<file path="src/rtl/systolic_feed_ctrl_if.sv">
// systolic_feed_ctrl_if: host write port, job control and array feed lanes of the feed controller
interface systolic_feed_ctrl_if #(
   parameter int DATA_W = 32
);
   logic              wr_en;
   logic              wr_sel;
   logic [3:0]        wr_addr;
   logic [DATA_W-1:0] wr_data;
   logic              start;
   logic              busy;
   logic              done;
   logic              arr_rst;
   logic [DATA_W-1:0] feed_west0, feed_west1, feed_west2, feed_west3;
   logic [DATA_W-1:0] feed_north0, feed_north1, feed_north2, feed_north3;
   modport master (
      output wr_en, wr_sel, wr_addr, wr_data, start,
      input  busy, done, arr_rst,
      input  feed_west0, feed_west1, feed_west2, feed_west3,
      input  feed_north0, feed_north1, feed_north2, feed_north3
   );
   modport slave (
      input  wr_en, wr_sel, wr_addr, wr_data, start,
      output busy, done, arr_rst,
      output feed_west0, feed_west1, feed_west2, feed_west3,
      output feed_north0, feed_north1, feed_north2, feed_north3
   );
endinterface

</file>
<file path="src/rtl/systolic_feed_ctrl.sv">
// systolic_feed_ctrl: operand storage and diagonally skewed feed sequencing for a 4x4 output-stationary array
module systolic_feed_ctrl #(
   parameter int DATA_W       = 32,
   parameter int DRAIN_CYCLES = 4
) (
   input logic                 clk,
   input logic                 rst,
   systolic_feed_ctrl_if.slave bus
);
   localparam int CW = $clog2(DRAIN_CYCLES + 8);
   typedef enum logic [2:0] {IDLE, CLEAR, FEED, DRAIN, DONE} state_t;
   state_t            state;
   logic [CW-1:0]     cnt;
   logic              busy_q, done_q, arr_rst_q;
   logic [DATA_W-1:0] a_mem [16];
   logic [DATA_W-1:0] b_mem [16];
   logic [DATA_W-1:0] west_nxt [4];
   logic [DATA_W-1:0] north_nxt [4];
   logic [DATA_W-1:0] west_q [4];
   logic [DATA_W-1:0] north_q [4];
   logic [2:0]        t_nxt;
   logic              wr_ok;
   logic              feeding;
   assign wr_ok   = bus.wr_en && (state == IDLE || state == DONE);
   assign feeding = state == CLEAR || state == FEED;
   assign t_nxt   = state == FEED ? cnt[2:0] + 3'd1 : 3'd0;
   assign bus.busy        = busy_q;
   assign bus.done        = done_q;
   assign bus.arr_rst     = arr_rst_q;
   assign bus.feed_west0  = west_q[0];
   assign bus.feed_west1  = west_q[1];
   assign bus.feed_west2  = west_q[2];
   assign bus.feed_west3  = west_q[3];
   assign bus.feed_north0 = north_q[0];
   assign bus.feed_north1 = north_q[1];
   assign bus.feed_north2 = north_q[2];
   assign bus.feed_north3 = north_q[3];
   // host writes land only while no job is reading the operands
   always_ff @(posedge clk) begin
      if (wr_ok && !bus.wr_sel) a_mem[bus.wr_addr] <= bus.wr_data;
      if (wr_ok && bus.wr_sel) b_mem[bus.wr_addr] <= bus.wr_data;
   end
   // lane i of step t carries A[i][t-i] west and B[t-i][i] north, zero outside the 4-deep diagonal
   always_comb begin
      for (int i = 0; i < 4; i++) begin
         west_nxt[i]  = (t_nxt >= 3'(i) && t_nxt - 3'(i) <= 3'd3) ? a_mem[{2'(i), 2'(t_nxt - 3'(i))}] : '0;
         north_nxt[i] = (t_nxt >= 3'(i) && t_nxt - 3'(i) <= 3'd3) ? b_mem[{2'(t_nxt - 3'(i)), 2'(i)}] : '0;
      end
   end
   // job sequencer; the array is held cleared while the controller itself is in reset
   always_ff @(posedge clk or negedge rst) begin
      if (!rst) begin
         state     <= IDLE;
         cnt       <= '0;
         busy_q    <= 1'b0;
         done_q    <= 1'b0;
         arr_rst_q <= 1'b1;
         for (int i = 0; i < 4; i++) begin
            west_q[i]  <= '0;
            north_q[i] <= '0;
         end
      end else begin
         done_q    <= 1'b0;
         arr_rst_q <= 1'b0;
         for (int i = 0; i < 4; i++) begin
            west_q[i]  <= feeding ? west_nxt[i] : '0;
            north_q[i] <= feeding ? north_nxt[i] : '0;
         end
         case (state)
            IDLE: if (bus.start) begin
               state     <= CLEAR;
               arr_rst_q <= 1'b1;
               busy_q    <= 1'b1;
            end
            CLEAR: begin
               state <= FEED;
               cnt   <= '0;
            end
            FEED: begin
               state <= cnt == CW'(6) ? DRAIN : FEED;
               cnt   <= cnt == CW'(6) ? '0 : cnt + 1'b1;
            end
            DRAIN: if (cnt == CW'(DRAIN_CYCLES - 1)) begin
               state  <= DONE;
               done_q <= 1'b1;
               busy_q <= 1'b0;
            end else begin
               cnt <= cnt + 1'b1;
            end
            DONE: state <= IDLE;
            default: state <= IDLE;
         endcase
      end
   end
endmodule

</file>
<file path="src/flat_wrapper.sv">
// flat-port wrapper written by rule: the top's interface ports become plain ports
module systolic_feed_ctrl_flat 
#(
   parameter int DATA_W       = 32,
   parameter int DRAIN_CYCLES = 4
)
  (clk, rst, bus_wr_en, bus_wr_sel, bus_wr_addr, bus_wr_data, bus_start, bus_busy, bus_done, bus_arr_rst, bus_feed_west0, bus_feed_west1, bus_feed_west2, bus_feed_west3, bus_feed_north0, bus_feed_north1, bus_feed_north2, bus_feed_north3);
  systolic_feed_ctrl_if #(.DATA_W(DATA_W)) bus_i ();
  input logic clk;
  input logic rst;
  input wire logic [$bits(bus_i.wr_en)-1:0] bus_wr_en;
  input wire logic [$bits(bus_i.wr_sel)-1:0] bus_wr_sel;
  input wire logic [$bits(bus_i.wr_addr)-1:0] bus_wr_addr;
  input wire logic [$bits(bus_i.wr_data)-1:0] bus_wr_data;
  input wire logic [$bits(bus_i.start)-1:0] bus_start;
  output wire logic [$bits(bus_i.busy)-1:0] bus_busy;
  output wire logic [$bits(bus_i.done)-1:0] bus_done;
  output wire logic [$bits(bus_i.arr_rst)-1:0] bus_arr_rst;
  output wire logic [$bits(bus_i.feed_west0)-1:0] bus_feed_west0;
  output wire logic [$bits(bus_i.feed_west1)-1:0] bus_feed_west1;
  output wire logic [$bits(bus_i.feed_west2)-1:0] bus_feed_west2;
  output wire logic [$bits(bus_i.feed_west3)-1:0] bus_feed_west3;
  output wire logic [$bits(bus_i.feed_north0)-1:0] bus_feed_north0;
  output wire logic [$bits(bus_i.feed_north1)-1:0] bus_feed_north1;
  output wire logic [$bits(bus_i.feed_north2)-1:0] bus_feed_north2;
  output wire logic [$bits(bus_i.feed_north3)-1:0] bus_feed_north3;
  assign bus_i.wr_en = bus_wr_en;
  assign bus_i.wr_sel = bus_wr_sel;
  assign bus_i.wr_addr = bus_wr_addr;
  assign bus_i.wr_data = bus_wr_data;
  assign bus_i.start = bus_start;
  assign bus_busy = bus_i.busy;
  assign bus_done = bus_i.done;
  assign bus_arr_rst = bus_i.arr_rst;
  assign bus_feed_west0 = bus_i.feed_west0;
  assign bus_feed_west1 = bus_i.feed_west1;
  assign bus_feed_west2 = bus_i.feed_west2;
  assign bus_feed_west3 = bus_i.feed_west3;
  assign bus_feed_north0 = bus_i.feed_north0;
  assign bus_feed_north1 = bus_i.feed_north1;
  assign bus_feed_north2 = bus_i.feed_north2;
  assign bus_feed_north3 = bus_i.feed_north3;
  systolic_feed_ctrl #(.DATA_W(DATA_W), .DRAIN_CYCLES(DRAIN_CYCLES)) u_core (.clk(clk), .rst(rst), .bus(bus_i));
endmodule
</file>
<file path="config.mk">
export PLATFORM = sky130hd
export DESIGN_NAME = systolic_feed_ctrl_flat
export DESIGN_NICKNAME = d
export VERILOG_FILES = /design/src/rtl/systolic_feed_ctrl_if.sv /design/src/rtl/systolic_feed_ctrl.sv /design/src/flat_wrapper.sv
export SDC_FILE = /design/constraint.sdc
export NUM_CORES = 1
export LEC_CHECK = 0
export BUFFER_PORTS_ARGS = -buffer_cell sky130_fd_sc_hd__clkbuf_2
export CAP_MARGIN = 15
export CORE_ASPECT_RATIO = 2
export CORE_MARGIN = 1.5
export CORE_UTILIZATION = 50
export DETAILED_ROUTE_END_ITERATION = 8
export GPL_TIMING_DRIVEN = 0
export HOLD_SLACK_MARGIN = 0.02
export PLACE_DENSITY_LB_ADDON = 0.12
export SLEW_MARGIN = 20
export SYNTH_ARGS = -nofsm -noshare
export SYNTH_HDL_FRONTEND = slang
export SYNTH_SLANG_ARGS = --single-unit
export TNS_END_PERCENT = 50
</file>
<file path="constraint.sdc">
create_clock -name clk -period 10.3 [get_ports clk]
set_clock_uncertainty 0.15 [all_clocks]
set_input_delay 1.03 -clock clk [delete_from_list [all_inputs] [get_ports clk]]
set_output_delay 1.03 -clock clk [all_outputs]
set_load 0.02 [all_outputs]
</file>
* After elaboration in Yosys (flattened, before gate mapping)
Memory sizes are Yosys's and may differ from the RTL's. Index checks and enable logic that the tools add are counted.
Storage, ports and cells: input bits 41, logic and storage cells 88, memories kept 2, RAM bits 1024, flip-flop bits (word level) 266
Memory list:
- u_core.a_mem | words 16, bits a word 32, rd ports 4, clocked after memory_dff 0, wr ports 1, line systolic_feed_ctrl.sv:15 | logic [DATA_W-1:0] a_mem [16];
- u_core.b_mem | words 16, bits a word 32, rd ports 4, clocked after memory_dff 0, wr ports 1, line systolic_feed_ctrl.sv:16 | logic [DATA_W-1:0] b_mem [16];
Cells by class: multiplexer cells 35, eq/ne operators 9, magnitude comparators 8, reduce and logical (&&, ||, !) cells 16, add/subtract/negate cells 5
Operator list (number):
- 32-bit 2-to-1 mux | 16
- 3-bit by 2-bit <= comparator with 1-bit output (second input constant) | 4
- 3-bit one-hot mux with 4 select lines | 1
- 4-bit one-hot mux with 3 select lines | 1
- 1-bit 2-to-1 mux | 11
- 3-bit 2-to-1 mux | 3
- 4-bit 2-to-1 mux | 2
- 1-bit logical AND | 7
- 3-bit by 2-bit equality test with 1-bit output (second input constant) | 2
- 3-bit by 1-bit greater-or-equal comparator with 1-bit output (second input constant) | 2
- 3-bit by 2-bit greater-or-equal comparator with 1-bit output (second input constant) | 2
- 3-bit by 2-bit subtractor with 3-bit output (second input constant) | 2
- 4-bit by 1-bit adder with 4-bit output (second input constant) | 1
- 4-bit by 2-bit equality test with 1-bit output (second input constant) | 1
- 4-bit by 3-bit equality test with 1-bit output (second input constant) | 1
- 2-bit inequality test (second input constant) | 2
- 2-bit AND reduction | 2
- 3-bit by 1-bit adder with 3-bit output (second input constant) | 1
- 3-bit by 1-bit equality test with 1-bit output (second input constant) | 1
- 3-bit equality test (second input constant) | 1
- 3-bit zero test | 1
- 3-bit AND reduction | 1
- 3-bit nonzero test | 1
- 3-bit by 1-bit subtractor with 3-bit output (second input constant) | 1
- other kinds (5) | 6

* Depth between registers and ports, before layout
Gate-level depths: netlist of the first run.
word-level depth 7, gate-level depth with buffers 14, mapped depth without buffers 9

* Worst setup path after synthesis of the first run
OpenSTA, ideal clock, no wires.
kind input -> register, start in bus_wr_sel, end mem u_core.a_mem[12][0] (enable), setup time 421 ps, data arrival time 3084 ps, required time 9729 ps, cell stages on the path 3, path slack 6645 ps, path through nor4b_1 > nand3_1 > nor2_1
On the way: longest elaborated chain between the ends 4
RTL lines:
- from (decl) | line flat_wrapper.sv:12 | input wire logic [$bits(bus_i.wr_sel)-1:0] bus_wr_sel;
- 1-bit zero test | line systolic_feed_ctrl.sv:40 | if (wr_ok && !bus.wr_sel) a_mem[bus.wr_addr] <= bus.wr_data;
- 1-bit logical AND | line systolic_feed_ctrl.sv:40
- 1-bit 2-to-1 mux | line systolic_feed_ctrl.sv:40
- 1-bit 2-to-1 mux (not written as such) | line systolic_feed_ctrl.sv:40
- to (decl) | line systolic_feed_ctrl.sv:15
Every way passes these cells.

* Worst setup path after layout of the first run
start reg u_core.cnt[0], end reg u_core.west_q, in the netlist u_core.bus.feed_west2[28]
On the way: longest elaborated chain between the ends 7, elaborated cells on any way between the ends 9, those cells by class add/sub (2); order compare (2); mux (3); reduce/logical (1); memory (1)
RTL lines:
- from (decl) | line systolic_feed_ctrl.sv:13 | logic [CW-1:0] cnt;
- from (signal assigned) | line systolic_feed_ctrl.sv:81 | cnt <= cnt == CW'(6) ? '0 : cnt + 1'b1;
- from (signal assigned) | line systolic_feed_ctrl.sv:88 | cnt <= cnt + 1'b1;
- 3-bit by 1-bit adder with 3-bit output * | line systolic_feed_ctrl.sv:26 | assign t_nxt = state == FEED ? cnt[2:0] + 3'd1 : 3'd0;
- 3-bit 2-to-1 mux * | line systolic_feed_ctrl.sv:26
- branches (longest 3 deep; another with memory read 16 x 32 bit)
- 32-bit 2-to-1 mux * | line systolic_feed_ctrl.sv:46 | west_nxt[i] = (t_nxt >= 3'(i) && t_nxt - 3'(i) <= 3'd3) ? a_mem[{2'(i), 2'(t_nxt - 3'(i))}] : '0;
- 32-bit 2-to-1 mux * | line systolic_feed_ctrl.sv:66 | west_q[i] <= feeding ? west_nxt[i] : '0;
- to (signal, indexed assignment) | line systolic_feed_ctrl.sv:66
- to (decl) | line systolic_feed_ctrl.sv:19 | logic [DATA_W-1:0] west_q [4];
Every way passes the cells marked *. A chain may end at the register's enable or synchronous reset.

==> metrics, run 1 <==
Cell Rows 161; WL final between 100000 and 150000 microns; Hold Crit Class register to register; worst vdd ir ~0.00021 V; Buffers on Ports around 300; Seq/Total Area, Yosys 0.771; actual slew at the worst max-slew pin 1180 ps; reg2reg start u_core.cnt[0]$_DFFE_PN0P_; Final min period 5560 ps; Placeable Area 0.0963 sq mm; WP data required 10760 ps; H-tree Lvls 3; Top-Level Pins 300; Worst R2R End u_core.bus.feed_west2[28]$_DFF_PN0_; Hold Path Cell Cnt 1; Die ar. around 0.1 sq mm; CP dominant cell by count clkbuf_1; Flop pwr share 0.364; r2r setup slk 4740 ps; initial core utilization 0.504; DRT iter0 DRCs 2223; CTS sink cnt 1290; P&R area growth vs syn 15.5%; syn nets 2741; setup bufs post-CTS 0; Final Non-Filler Cells 4452; vias 26706; CP endpoint kind register; Cell Pwr Density 298 mW/mm^2; fmax 180 MHz; slowest stage delay, CP 760 ps; Root Driver clkbuf_16; R2R cell count 11; Tcrit/Tclk final 0.540; proportion of netlist area held by the largest area contributor 0.634; PostCTS Resize Cnt 0; grt ovf 0; clk_lat worst skew 710 ps; hold path startpoint u_core.bus.busy$_DFFE_PN0P_; post-detail-place hpwl 85200 microns; leading area contributor after synthesis edfxtp_1; Clock Pin Slew Worst Setup and Hold Paths approximately 70 ps; hold endpoint u_core.bus.busy$_DFFE_PN0P_; Comb pwr share 0.398; Post-CTS Hold Fix Bufs 1; Worst path slowest cell clkbuf_1; first-pass GRT wire length 189000 microns; Slew headroom 0.210; DRT Pass-1 Iters 6; startpoint class of the critical path register; setup_tns 0 ps; status completed; placed cells 4249; clock share of power 0.238; DR vias/cell 6.00; pin count of the biggest net entering global routing slightly above 90; number of synthesized register bits 1290; initial antenna violation count 6; RSZ-0062 raised after global routing no; P_sw 0.00629 W; Avg Cell Area, Syn 18.0 sq um; Crit Path Class register to register; TritonCTS clock tree yes; commonest non-fill, non-tap cell in the layout edfxtp_1; RePlAce Congestion 0.849; DRC 0; Post-DRT Antenna Nets 0; Final setup viols 0; DIE HEIGHT 444 microns; CP arrival 6020 ps; Mapped Cells ~2700; post-synth cell types 47; clock buffer count from CTS 106; Wirelength per Cell 29.2 microns; Clock Tree Buf Depth 3; critical-path cell list clkbuf_1 -> clkbuf_1 -> clkbuf_1 -> inv_1 -> ha_1 -> buf_2 -> buf_2 -> buf_2 -> clkbuf_1 -> o31ai_1 -> a211oi_2; Int Power 0.0104 W; Leakage 19.4 nW; Largest regs u_core.a_mem: 512 flops, u_core.b_mem: 512 flops; Total Routing Usage GR 0.265; Synth Cell Area between 0.04 and 0.05 sq mm; most frequent cells in the layout edfxtp_1 (1024), clkbuf_2 (297), dfrtp_1 (265); worst-path fanout max 10; vias in the first global route 28728; Synth Warn # 0; Switching Fraction 0.376; Layout Nets between 3000 and 4000; die width 223 microns; max-slew violations 0; Hold Vio Cnt, Final 0; Synth area leaders edfxtp_1 (63%), dfrtp_1 (14%), mux2_2 (4.5%); layout cells sized above 1 0.272; MaxCap Viol Count 0
==> logic make-up (layout without fill, tap and decap cells) <==
kind of cell             after synthesis  after routing  share of synthesized area
other                                  0              1                          0
multiplexers                         256            256                     0.0742
flip-flops                          1290           1290                      0.771
adder cells (fa/ha/maj)                8              8                    0.00206
AND/OR/NAND/NOR                      333            333                     0.0410
buffers and inverters                204            741                     0.0179
XOR/XNOR                               3              3                   0.000541
AO/OA/AOI/OAI                        598            598                     0.0936
==> critical path, delay by kind of cell (launching register included) <==
kind,cells,cell delay [ps]
compound gates,2,570
fa+ha+maj,1,410
buf+inv,8,3870
flops,1,410
==> layout make-up <==
type / instances / area [sq um]
buffer: 196 / 841
clock inverter: 37 / 255
inverter: 8 / 30.0
timing repair buffer: 337 / 2370
sequential: 1290 / 37400
antenna: 1 / 2.50
clock buffer: 163 / 3130
fill: 7304 / 40200
multi-input combinational: 1198 / 10500
tap: 1222 / 1530
==> synthesized netlist by cell type (all sizes together) <==
master / instances
o21ai: 3
and3: 1
xnor2: 2
a21boi: 2
nor2: 39
xor2: 1
inv: 8
dfstp: 1
o21ba: 1
nand3: 3
o211ai: 1
nand2: 11
a211o: 1
o22ai: 193
buf: 61
o2bb2ai: 1
nor3: 1
nor4b: 2
ha: 8
a221o: 1
edfxtp: 1024
dfrtp: 265
or3b: 1
o2111ai: 2
a21oi: 4
nor2b: 68
a211oi: 192
o21a: 1
mux2: 192
nor4bb: 2
or2: 2
a21o: 1
clkbuf: 135
o311ai: 1
nand2b: 202
nor3b: 1
o31ai: 193
o22a: 1
mux4: 64
==> metrics by stage <==
stage / utilization / setup slack, ps / total power (W) / area, sq um / hold slack [ps]
floorplan: - / 6640 / 0.0105 / 48500 / 349
CTS: 0.582 / 4760 / 0.0169 / 56100 / 381
global placement: 0.536 / 2170 / 0.0127 / 51600 / 346
finish: 0.582 / 4740 / 0.0167 / 56100 / 372
global route: 0.582 / 4590 / 0.0174 / 56100 / 395
detailed placement: 0.547 / 4770 / 0.0129 / 52700 / 366
==> power groups by stage <==
stage          Sequential [W]  Combinational [W]  Clock [W]
6_report              0.00609            0.00666    0.00398
5_1_grt               0.00611            0.00712    0.00422
4_1_cts               0.00609            0.00673    0.00405
3_5_place_dp          0.00619            0.00669          0
3_3_place_gp          0.00619            0.00653          0
2_1_floorplan         0.00646            0.00405          0
==> how the worst max path moves through the flow <==
stage                                         start  cells past startpoint                                   to
after global placement                          rst                      1  u_core.bus.feed_north1[7]$_DFF_PN0_
after floorplan                          bus_wr_sel                      3        u_core.a_mem[12][0]$_DFFE_PP_
after detailed placement  u_core.cnt[0]$_DFFE_PN0P_                     11  u_core.bus.feed_west2[28]$_DFF_PN0_
after CTS                 u_core.cnt[0]$_DFFE_PN0P_                     11  u_core.bus.feed_west2[28]$_DFF_PN0_
final                     u_core.cnt[0]$_DFFE_PN0P_                     11  u_core.bus.feed_west2[28]$_DFF_PN0_
after global routing      u_core.cnt[0]$_DFFE_PN0P_                     11  u_core.bus.feed_west2[28]$_DFF_PN0_
==> metal layers <==
layer / global-route usage / vias to the layer above / part of all wire
li1: - / 11556 / -
met1: 0.314 / 13929 / 0.37
met2: 0.475 / 997 / 0.53
met3: 0.0450 / 220 / 0.062
met4: 0.110 / 4 / 0.040
met5: 0 / - / 0.00018
(Power assumes the default switching activity.)
==> run 2, diff against run 1 <==
--- a/config.mk
+++ b/config.mk
@@ -5,6 +5,7 @@
 export SDC_FILE = /design/constraint.sdc
 export NUM_CORES = 1
 export LEC_CHECK = 0
+export ABC_AREA = 1
 export BUFFER_PORTS_ARGS = -buffer_cell sky130_fd_sc_hd__clkbuf_2
 export CAP_MARGIN = 15
 export CORE_ASPECT_RATIO = 2
==> constraint.sdc (replaced) <==
create_clock -name clk -period 4.8 [get_ports clk]
set_clock_uncertainty 0.15 [all_clocks]
set_input_delay 0.48 -clock clk [delete_from_list [all_inputs] [get_ports clk]]
set_output_delay 0.48 -clock clk [all_outputs]
set_load 0.02 [all_outputs]
==> run 2 against run 1 <==
Net effect:
- cell count is 27% higher
- via count is 7.2% higher
- sequential share of layout area hardly changed
- hold slack worse by 120 ps
- highest routed layer unchanged
==> metrics, run 2 <==
Synth area leaders edfxtp_1 (64%), dfrtp_1 (14%), nand2_1 (11%) (was edfxtp_1 (63%), dfrtp_1 (14%), mux2_2 (4.5%)); Avg Cell Area, Syn 12.5 sq um (was 18.0 sq um); Mapped Cells 3869 (was 2692); prevailing post-synth register cell edfxtp_1 (unchanged); MaxCap Viol Count 0 (unchanged); DRT iter0 DRCs 2501 (was 2223); number of synthesized register bits 1290 (unchanged); critical-path cell list inv_2 -> buf_2 -> buf_2 -> buf_1 -> ha_1 -> inv_1 -> nand3_2 -> inv_2 -> buf_2 -> ha_1 -> nor2_1 -> nand2_2 -> buf_2 -> nor2_1 (was clkbuf_1 -> clkbuf_1 -> clkbuf_1 -> inv_1 -> ha_1 -> buf_2 -> buf_2 -> buf_2 -> clkbuf_1 -> o31ai_1 -> a211oi_2); CTS sink cnt 1290 (unchanged); Clock Pin Slew Worst Setup and Hold Paths 70 ps (about the same); fmax 224 MHz (was 180 MHz); Leakage 23.5 nW (was 19.4 nW); RSZ-0062 raised after global routing no (unchanged); R2R cell count 14 (was 11); vias 28624 (was 26706); most frequent cells in the layout nand2_1 (1404), edfxtp_1 (1024), nor2_1 (448) (was edfxtp_1 (1024), clkbuf_2 (297), dfrtp_1 (265)); clk_lat worst skew 730 ps (was 710 ps); Worst R2R End u_core.bus.feed_north3[14]$_DFF_PN0_ (was u_core.bus.feed_west2[28]$_DFF_PN0_); Hold Path Cell Cnt 4 (was 1); Root Driver clkbuf_16 (unchanged); Top-Level Pins 300 (unchanged); Total Routing Usage GR 0.245 (was 0.265); max-slew violations 0 (unchanged); Largest regs u_core.a_mem: 512 flops, u_core.b_mem: 512 flops (unchanged); PostCTS Resize Cnt 0 (unchanged); Flop pwr share 0.398 (was 0.364); P_sw 0.0118 W (was 0.00629 W); proportion of netlist area held by the largest area contributor 0.637 (was 0.634); Clock Tree Buf Depth 3 (unchanged); RePlAce Congestion 0.809 (was 0.849); TritonCTS clock tree yes (unchanged); slowest stage delay, CP 440 ps (was 760 ps); final core utilization 0.585 (was 0.582); initial antenna violation count 5 (was 6); CP endpoint kind register (unchanged); Layout Nets 4365 (was 3186); Final setup viols 0 (unchanged); Post-DRT Antenna Nets 0 (unchanged); Buffers on Ports 299 (unchanged); CP dominant cell by count buf_2 (was clkbuf_1); P&R area growth vs syn 16.2% (was 15.5%); Placeable Area 0.0959 sq mm (was 0.0963 sq mm); setup bufs post-CTS 0 (unchanged); Crit Path Class register to register (unchanged); die width 223 microns (about the same); Die ar. 0.0985 sq mm (was 0.0991 sq mm); Int Power 0.0207 W (was 0.0104 W); grt ovf 0 (unchanged); Cell Rows 161 (unchanged); post-detail-place hpwl 74600 microns (was 85200 microns); startpoint class of the critical path register (unchanged); DRT Pass-1 Iters 8 (was 6); clock buffer count from CTS 106 (unchanged); initial core utilization 0.503 (was 0.504); hold endpoint u_core.b_mem[8][31]$_DFFE_PP_ (was u_core.bus.busy$_DFFE_PN0P_); DP Area 0.0524 sq mm (was 0.0527 sq mm); synth cell count leaders nand2_1 (1404), edfxtp_1 (1024), nor2_1 (480), dfrtp_1 (265), inv_1 (216) (was edfxtp_1 (1024), dfrtp_1 (265), nand2b_1 (202), o22ai_1 (193), o31ai_1 (193)); CP arrival 4910 ps (was 6020 ps); Comb pwr share 0.328 (was 0.398); Tcrit/Tclk final 0.931 (was 0.540); async set or reset register ratio after synthesis 0.206 (unchanged); first-pass GRT wire length 176000 microns (was 189000 microns); clock share of power 0.275 (was 0.238); Wirelength per Cell 21.1 microns (was 29.2 microns); DR vias/cell 5.08 (was 6.00); DRC 0 (unchanged); reg2reg start u_core.cnt[0]$_DFFE_PN0P_ (unchanged); worst vdd ir 0.000355 V (was 0.000214 V); Hold Vio Cnt, Final 0 (unchanged); Final min period 4470 ps (was 5560 ps); most frequent cell after synthesis nand2_1 (was edfxtp_1); Synth Warn # 0 (unchanged); H-tree Lvls 3 (unchanged); Switching Fraction 0.363 (was 0.376); Cell Pwr Density 578 mW/mm^2 (was 298 mW/mm^2); layout cells sized above 1 0.153 (was 0.272); syn nets 3918 (was 2741); Seq/Total Area, Yosys 0.775 (was 0.771); post-synth cell types 28 (was 47); Synth Cell Area 0.0483 sq mm (was 0.0485 sq mm); worst-path fanout max 10 (unchanged); status completed (unchanged); r2r setup slk 330 ps (was 4740 ps); leading area contributor after synthesis edfxtp_1 (unchanged); WL final 119000 microns (was 130000 microns); Hold Crit Class input port to register (was register to register); Critical path buffers and inverters 8 (unchanged); Slew headroom 0.210 (about the same); vias in the first global route 27966 (was 28728); commonest non-fill, non-tap cell in the layout nand2_1 (was edfxtp_1); delay-heaviest family, CP buffers and inverters (unchanged); WP data required 5240 ps (was 10760 ps); number of synthesized flops with an enable pin 1024 (unchanged); actual slew at the worst max-slew pin 1190 ps (was 1180 ps); Fill cells 7660 (was 7304); pin count of the biggest net entering global routing 89 (was 92); DIE HEIGHT 442 microns (was 444 microns); Post-CTS Hold Fix Bufs 4 (was 1); Final Instance Area 0.0561 sq mm (about the same); critical path depth in cells 14 (was 11); hold path startpoint bus_wr_addr[2] (was u_core.bus.busy$_DFFE_PN0P_); Worst path slowest cell dfrtp_1 (was clkbuf_1)
-- run 2: cell types whose count changed in the layout (fill, tap and decap cells not counted), moves of 191 or more --
cell	change
nand2_1	+1393
o31ai_1	-193
inv_1	+209
mux2_2	-192
o22ai_1	-191
nand2b_1	-202
nor2_1	+442
-- run 2: how the worst max path moves through the flow --
| stage | from | to | slack [ps] |
|---|---|---|---|
| floorplan | u_core.cnt[0]$_DFFE_PN0P_ | u_core.bus.feed_north1[10]$_DFF_PN0_ | 1770 |
| global placement | rst | u_core.bus.feed_west2[20]$_DFF_PN0_ | -2510 |
| detailed placement | u_core.cnt[0]$_DFFE_PN0P_ | u_core.bus.feed_west3[13]$_DFF_PN0_ | 360 |
| CTS | u_core.cnt[0]$_DFFE_PN0P_ | u_core.bus.feed_west3[13]$_DFF_PN0_ | 300 |
| global route | u_core.cnt[0]$_DFFE_PN0P_ | u_core.bus.feed_west1[30]$_DFF_PN0_ | 120 |
| finish | u_core.cnt[0]$_DFFE_PN0P_ | u_core.bus.feed_north3[14]$_DFF_PN0_ | 330 |
-- run 2: tightest hold or removal path: cells and delay by family --
kind,cells,cell delay [ps]
buffers and inverters,1,110
AND/OR/NAND/NOR,3,350
-- run 2: logic make-up after synthesis --
kind of cell / Yosys count / synth area share
AO/OA/AOI/OAI: 18 / 0.00218
adder cells (fa/ha/maj): 8 / 0.00207
flip-flops: 1290 / 0.775
buffers and inverters: 388 / 0.0375
AND/OR/NAND/NOR: 2165 / 0.183
-- run 2: layout make-up --
| cell class | instances | area [sq um] | area share |
|---|---|---|---|
| sequential | 1290 | 37400 | 0.667 |
| multi-input combinational | 2191 | 9280 | 0.165 |
| clock buffer | 157 | 3210 | 0.0572 |
| timing repair buffer | 339 | 2430 | 0.0433 |
| tap | 1222 | 1530 | 0.0273 |
| buffer | 166 | 981 | 0.0175 |
| inverter | 222 | 833 | 0.0149 |
| clock inverter | 45 | 415 | 0.00740 |
| antenna | 4 | 10.0 | 0.000178 |
-- run 2: metal layers --
layer	vias to the layer above	GRT usage	share of wire
li1	13609	-	-
met1	13869	0.334	0.43
met2	956	0.402	0.48
met3	184	0.0349	0.059
met4	6	0.0899	0.034
met5	-	0	0.00028
-- run 2: per-stage QoR --
| step | std cells | TNS [ps] | hold slack [ps] | power [W] | setup slack, ps |
|---|---|---|---|---|---|
| after floorplan | 3869 | 0 | 34.4 | 0.0200 | 1770 |
| after global placement | 5390 | -645380 | 321 | 0.0237 | -2510 |
| after detailed placement | 5426 | 0 | 214 | 0.0238 | 361 |
| after CTS | 5632 | 0 | 201 | 0.0327 | 298 |
| after global routing | 5633 | 0 | 265 | 0.0343 | 116 |
| final | 5636 | 0 | 250 | 0.0325 | 332 |
-- run 2: power groups by stage --
stage                     Clock [W]  Combinational, W  Sequential (W)
after floorplan                   0           0.00631          0.0137
after global placement            0            0.0105          0.0132
after detailed placement          0            0.0107          0.0131
after CTS                   0.00904            0.0107          0.0129
after global routing        0.00944            0.0119          0.0130
final                       0.00891            0.0106          0.0129
